**config.mk**
```make
export PLATFORM = sky130hd
export DESIGN_NAME = div_ctrl
export DESIGN_NICKNAME = d
export VERILOG_FILES = /design/src/rtl/div_pkg.sv /design/src/rtl/div_special.sv /design/src/rtl/div_ctrl.sv
export SDC_FILE = /design/constraint.sdc
export NUM_CORES = 1
export LEC_CHECK = 0
export ABC_AREA = 1
export BUFFER_PORTS_ARGS = -buffer_cell sky130_fd_sc_hd__buf_2
export CAP_MARGIN = 10
export CELL_PAD_IN_SITES_DETAIL_PLACEMENT = 1
export CELL_PAD_IN_SITES_GLOBAL_PLACEMENT = 1
export CORE_UTILIZATION = 36
export CTS_CLUSTER_SIZE = 16
export DETAILED_ROUTE_END_ITERATION = 10
export GPL_TIMING_DRIVEN = 0
export PLACE_DENSITY_LB_ADDON = 0.3
export SLEW_MARGIN = 20
export SYNTH_ARGS = -nofsm -noshare
export SYNTH_HDL_FRONTEND = slang
export SYNTH_HIERARCHICAL = 1
export SYNTH_SLANG_ARGS = --single-unit
export TNS_END_PERCENT = 50
```
**constraint.sdc**
```tcl
create_clock -name clk -period 9.05 [get_ports clk]
set_input_delay 0.905 -clock clk [delete_from_list [all_inputs] [get_ports clk]]
set_output_delay 0.905 -clock clk [all_outputs]
set_load 0.02 [all_outputs]
```
**src/rtl/div_pkg.sv**
```systemverilog
// Shared types and constants for the integer divide control block.
package div_pkg;

    typedef enum logic [1:0] {
        IDLE   = 2'd0,
        LAUNCH = 2'd1,
        WAIT   = 2'd2,
        DONE   = 2'd3
    } state_t;

    localparam int OP_REM = 1;
    localparam int OP_UNS = 0;

    localparam logic [31:0] INT32_MIN  = 32'h8000_0000;
    localparam logic [31:0] ALL_ONES32 = 32'hFFFF_FFFF;

endpackage

```
**src/rtl/div_special.sv**
```systemverilog
// Detects divide-by-zero and signed overflow on prepared operands and
// produces the architecturally defined quotient/remainder for those cases.
module div_special
    import div_pkg::*;
#(
    parameter int XLEN = 64
) (
    input  logic [XLEN-1:0] a,
    input  logic [XLEN-1:0] b,
    input  logic            is_signed,
    input  logic            word,
    output logic            is_special,
    output logic [XLEN-1:0] sp_quot,
    output logic [XLEN-1:0] sp_rem
);

    localparam logic [XLEN-1:0] INT_MIN = {1'b1, {(XLEN-1){1'b0}}};

    logic div_zero;
    logic overflow;

    always_comb begin
        div_zero = word ? (b[31:0] == 32'h0) : (b == '0);
        overflow = 1'b0;
        if (is_signed) begin
            overflow = word ? (a[31:0] == INT32_MIN && b[31:0] == ALL_ONES32)
                            : (a == INT_MIN && b == '1);
        end
        is_special = div_zero | overflow;
        // Divide by zero takes priority; overflow returns the dividend as quotient.
        sp_quot    = div_zero ? '1 : a;
        sp_rem     = div_zero ? a  : '0;
    end

endmodule

```
**src/rtl/div_ctrl.sv**
```systemverilog
// Execute-stage control for the RV64M divide unit: operand preparation,
// special-case resolution, iterative divider sequencing and writeback handshake.
module div_ctrl
    import div_pkg::*;
#(
    parameter int XLEN = 64
) (
    input  logic            clk,
    input  logic            reset,
    input  logic            flush,
    input  logic            in_valid,
    output logic            in_ready,
    input  logic [1:0]      in_op,
    input  logic            in_word,
    input  logic [XLEN-1:0] in_rs1,
    input  logic [XLEN-1:0] in_rs2,
    input  logic [4:0]      in_rd,
    output logic            out_valid,
    input  logic            out_ready,
    output logic [XLEN-1:0] out_data,
    output logic [4:0]      out_rd,
    output logic            div_in_valid,
    output logic [XLEN-1:0] div_a,
    output logic [XLEN-1:0] div_b,
    output logic            div_signed,
    output logic            div_flush,
    input  logic            div_result_valid,
    input  logic [XLEN-1:0] div_quotient,
    input  logic [XLEN-1:0] div_remainder
);

    state_t          state, state_nxt;
    logic [XLEN-1:0] prep_a, prep_b;
    logic            prep_signed;
    logic            sp_is;
    logic [XLEN-1:0] sp_quot, sp_rem;
    logic            accept;
    logic            op_rem, op_word;

    function automatic logic [XLEN-1:0] sel_result(input logic [XLEN-1:0] quot,
                                                   input logic [XLEN-1:0] rem_val,
                                                   input logic            rem,
                                                   input logic            word);
        logic [XLEN-1:0] v;
        v = rem ? rem_val : quot;
        // W results are always sign-extended from bit 31, even for unsigned ops.
        return word ? {{(XLEN-32){v[31]}}, v[31:0]} : v;
    endfunction

    always_comb begin
        prep_signed = !in_op[OP_UNS];
        prep_a      = in_rs1;
        prep_b      = in_rs2;
        if (in_word) begin
            if (prep_signed) begin
                prep_a = {{(XLEN-32){in_rs1[31]}}, in_rs1[31:0]};
                prep_b = {{(XLEN-32){in_rs2[31]}}, in_rs2[31:0]};
            end else begin
                prep_a = {{(XLEN-32){1'b0}}, in_rs1[31:0]};
                prep_b = {{(XLEN-32){1'b0}}, in_rs2[31:0]};
            end
        end
    end

    div_special #(.XLEN(XLEN)) u_special (
        .a          (prep_a),
        .b          (prep_b),
        .is_signed  (prep_signed),
        .word       (in_word),
        .is_special (sp_is),
        .sp_quot    (sp_quot),
        .sp_rem     (sp_rem)
    );

    always_ff @(posedge clk or posedge reset) begin
        if (reset) state <= IDLE;
        else       state <= state_nxt;
    end

    always_comb begin
        state_nxt    = state;
        in_ready     = (state == IDLE);
        out_valid    = (state == DONE);
        div_in_valid = (state == LAUNCH);
        div_flush    = flush;
        accept       = in_valid && (state == IDLE) && !flush;
        if (flush) begin
            state_nxt = IDLE;
        end else begin
            case (state)
                IDLE:    if (in_valid) state_nxt = sp_is ? DONE : LAUNCH;
                LAUNCH:  state_nxt = WAIT;
                WAIT:    if (div_result_valid) state_nxt = DONE;
                DONE:    if (out_ready) state_nxt = IDLE;
                default: state_nxt = IDLE;
            endcase
        end
    end

    always_ff @(posedge clk or posedge reset) begin
        if (reset) begin
            div_a      <= '0;
            div_b      <= '0;
            div_signed <= 1'b0;
            op_rem     <= 1'b0;
            op_word    <= 1'b0;
            out_rd     <= '0;
            out_data   <= '0;
        end else if (accept) begin
            div_a      <= prep_a;
            div_b      <= prep_b;
            div_signed <= prep_signed;
            op_rem     <= in_op[OP_REM];
            op_word    <= in_word;
            out_rd     <= in_rd;
            if (sp_is) out_data <= sel_result(sp_quot, sp_rem, in_op[OP_REM], in_word);
        end else if (state == WAIT && div_result_valid && !flush) begin
            out_data <= sel_result(div_quotient, div_remainder, op_rem, op_word);
        end
    end

endmodule

```
==> summary.md <==
| Metric | Value |
|---|---|
| Post-CTS sizing | `0` |
| # IOs | `472` |
| Worst rel slew slack | `58.9%` |
| Largest net degree at the start of global routing | `around 100` |
| Mux contribution to synthesized area | `0%` |
| FF-to-FF path depth | `7` |
| Fin. Hold Viols | `0` |
| Synth area leader | `dfrtp_1` |
| Share of layout cells above drive strength 1 | `24.5%` |
| Worst hold path type | `in -> async` |
| Net total in the final layout | `between 2000 and 3000` |
| DP HPWL | `about 41000 µm` |
| Max Clk Rate | `0.231 GHz` |
| Synth Area in Compound Gates | `5.87%` |
| Distinct cells, synth | `25` |
| H-tree depth | `1` |
| Root buf cell | `clkbuf_16` |
| Yosys warns | `6` |
| Buffers on Ports | `around 470` |
| Inserted Clock Buffers | `25` |
| Status | `finished, final reports clean` |
| Largest family of logic cells by synthesized area | `simple AND/OR/NAND/NOR gates` |
| RSZ-0062 raised after global routing | `false` |
| Initial Util | `36.7%` |
| WL/cell | `18.3 µm` |
| Vias in the first global route | `15500` |
| Global-route usage over all layers | `between 20% and 30%` |
| Final setup fails | `0` |
| Antenna violation net count after detailed routing | `0` |
| Period Utilization, post-route | `47.9%` |
| Most frequent cells in the layout | `nand2_1 (751), buf_2 (522), nor2_1 (275), nand3_1 (230), dfrtp_1 (202)` |
| Simple-gate portion of the synthesized area | `a little over two fifths` |
| Filler instances | `4633` |
| 1st-iter DRT viols | `708` |
| Leakage power | `9.20 nW` |
| Initial antenna violation count | `11` |
| Chip height | `187 µm` |
| Total Neg Setup Slack | `0 ns` |
| Clock Tree Buf Depth | `3` |
| Die area | `35000 µm²` |
| Post-Place Cells | `between 2000 and 3000` |
| Postcts setup bufs | `0` |
| Post-synth top area share | `41.0%` |
| Routability Congestion | `0.929` |
| Max-slew violation count | `0` |
| Post-Synth Adder-Cell Area | `0.406%` |
| Startpoint types | `input port` |
| Post-route minimum period | `~4.3 ns` |
| Power per standard cell area | `between 300 and 400 nW/µm²` |
| Routed vias | `14600` |
| Fin cells | `2897` |
| Setup Crit Path Kind | `in -> reg` |
| Mapped Avg Cell Area | `6.40 µm²` |
| Standard-cell rows | `67` |
| XOR/XNOR Fraction of Synth Area | `0.0711%` |
| Synth Cell Area | `12300 µm²` |
| Post-synthesis net count | `2199` |
| Arrival time at the worst endpoint | `4.75 ns` |
| CTS tree | `done` |
| Congestion Overflow GR | `0` |
| Slew at the pin with the worst max-slew slack | `between 0.6 and 0.7 ns` |
| Drt total wl | `53000 µm` |
| Commonest non-fill, non-tap cell in the layout | `nand2_1` |
| Post-CTS Hold Fix Bufs | `0` |
| Clk_skew | `0.0185 ns` |
| Sequential fraction of the synthesis area | `between 40% and 50%` |
| VDD IR max | `0.000179 V` |
| Layout overhead on the synthesized area | `31.3%` |
| Number of clock sinks | `202` |
| Max FO, Critical Path | `10` |
| Worst Path Required | `~9.5 ns` |
| Syn Inst Count | `1925` |
| Max Cap Viol | `0` |
| DRC errors left | `0` |
| Type of destination of the critical path | `flop` |
| Clk_lat worst skew | `0.54 ns` |
| Top cells by area, synth | `dfrtp_1 (41%), nand2_1 (23%), nand3_1 (9.3%)` |
| CORE AREA | `33600 µm²` |
| DRT Pass-1 Iters | `4` |
| Clk pin slew, worst setup/hold paths | `0.06 ns` |
| Vias/cell | `5.05` |
| DIE WIDTH | `187 µm` |
| First-pass GRT wire length | `83200 µm` |
| Synth Register Bits | `between 200 and 250` |
-- cell usage after synthesis --
cell type and number:
dfrtp_1 202, ha_1 4, xor2_1 1, nand3_1 230, or2_2 2, a21oi_1 32
o21ai_0 31, nor2_1 275, nand2_2 2, buf_4 4, nor2_4 1, buf_6 7
inv_1 161, o21a_1 1, inv_2 3, buf_2 51, a31oi_1 64, nor4_1 3
buf_1 7, or2_0 1, nor3_1 4, nor2_2 10, clkbuf_1 62, nand4_1 16
nand2_1 751
-- registers in the layout (all words and copies together), names as in the netlist --
register and cells:
state 2, div_a 64, out_rd 5, div_b 64, op_rem 1, out_data 64, op_word 1, div_signed 1
-- final cells by class --
class                           count  area [µm²]  area share (%)
Antenna cell                        8        20.0           0.124
Sequential cell                   202        5050            31.2
Buffer                            131         623            3.85
Clock inverter                     11         138           0.851
Multi-Input combinational cell   1428        6030            37.3
Tap cell                          448         561            3.46
Clock buffer                       32         722            4.46
Timing Repair Buffer              473        2410            14.9
Inverter                          164         623            3.85
-- worst paths after layout --
path | from | end | slack (ns)
worst max-delay path | in_word | out_data[53] | 4.71
worst min-delay path | reset | div_b[10] | 0.26
worst max register to register | state[1] | div_a[43] | 6.65
worst min register to register | div_b[16] | div_b[16] | 0.48
max in group asynchronous | reset | out_data[51] | 8.03
min in group clk | div_b[16] | div_b[16] | 0.48
-- metal layers --
metal / track usage [%] / wire length (µm) / vias up
met2: 53.1 / 26500 / 420
met4: 11.6 / 2040 / 4
li1: - / - / 7014
met1: 36.5 / 21900 / 7093
met5: 0 / 27 / -
met3: 4.58 / 2560 / 108
-- critical path, cell delays in order --
cell      delay, ns
buf_2          0.15
inv_2          0.19
buf_2          0.29
buf_1          0.48
nand2_1        0.15
nand2_1        0.14
nor2_1         0.05
nand2_1        0.06
nor2_1         0.05
nand4_1        0.11
nand2_1        0.07
nand2_1        0.15
buf_2          0.37
buf_2          0.31
nand2_1        0.07
inv_1          0.05
nand2_1        0.06
nand3_1        0.21
clkbuf_1       0.45
nand3_1        0.21
nand3_1        0.17
nand2_1        0.06
-- per-stage QoR --
step	util, %	hold WS [ns]	setup WS [ns]	area, µm²	total power [mW]
after floorplan	-	0.557	2.63	12300	3.14
after global placement	45.3	0.459	0.0296	15200	4.07
after detailed placement	45.5	0.463	4.18	15300	4.16
after CTS	48.1	0.242	4.71	16200	5.26
after global routing	48.1	0.246	4.39	16200	5.55
final	48.1	0.264	4.71	16200	5.24
-- power by group --
group / internal (mW) / total [mW] / switching, mW
Combinational: 0.809 / 2.56 / 1.75
Sequential: 1.35 / 1.61 / 0.262
Clock: 0.644 / 1.07 / 0.421
Total: 2.80 / 5.24 / 2.43
-- cell families after synthesis --
| logic type | after synthesis |
|---|---|
| flip-flops | 202 |
| AND/OR/NAND/NOR | 1295 |
| adder cells (fa/ha/maj) | 4 |
| buffers and inverters | 295 |
| AO/OA/AOI/OAI | 128 |
| XOR/XNOR | 1 |
(Power assumes the default switching activity.)
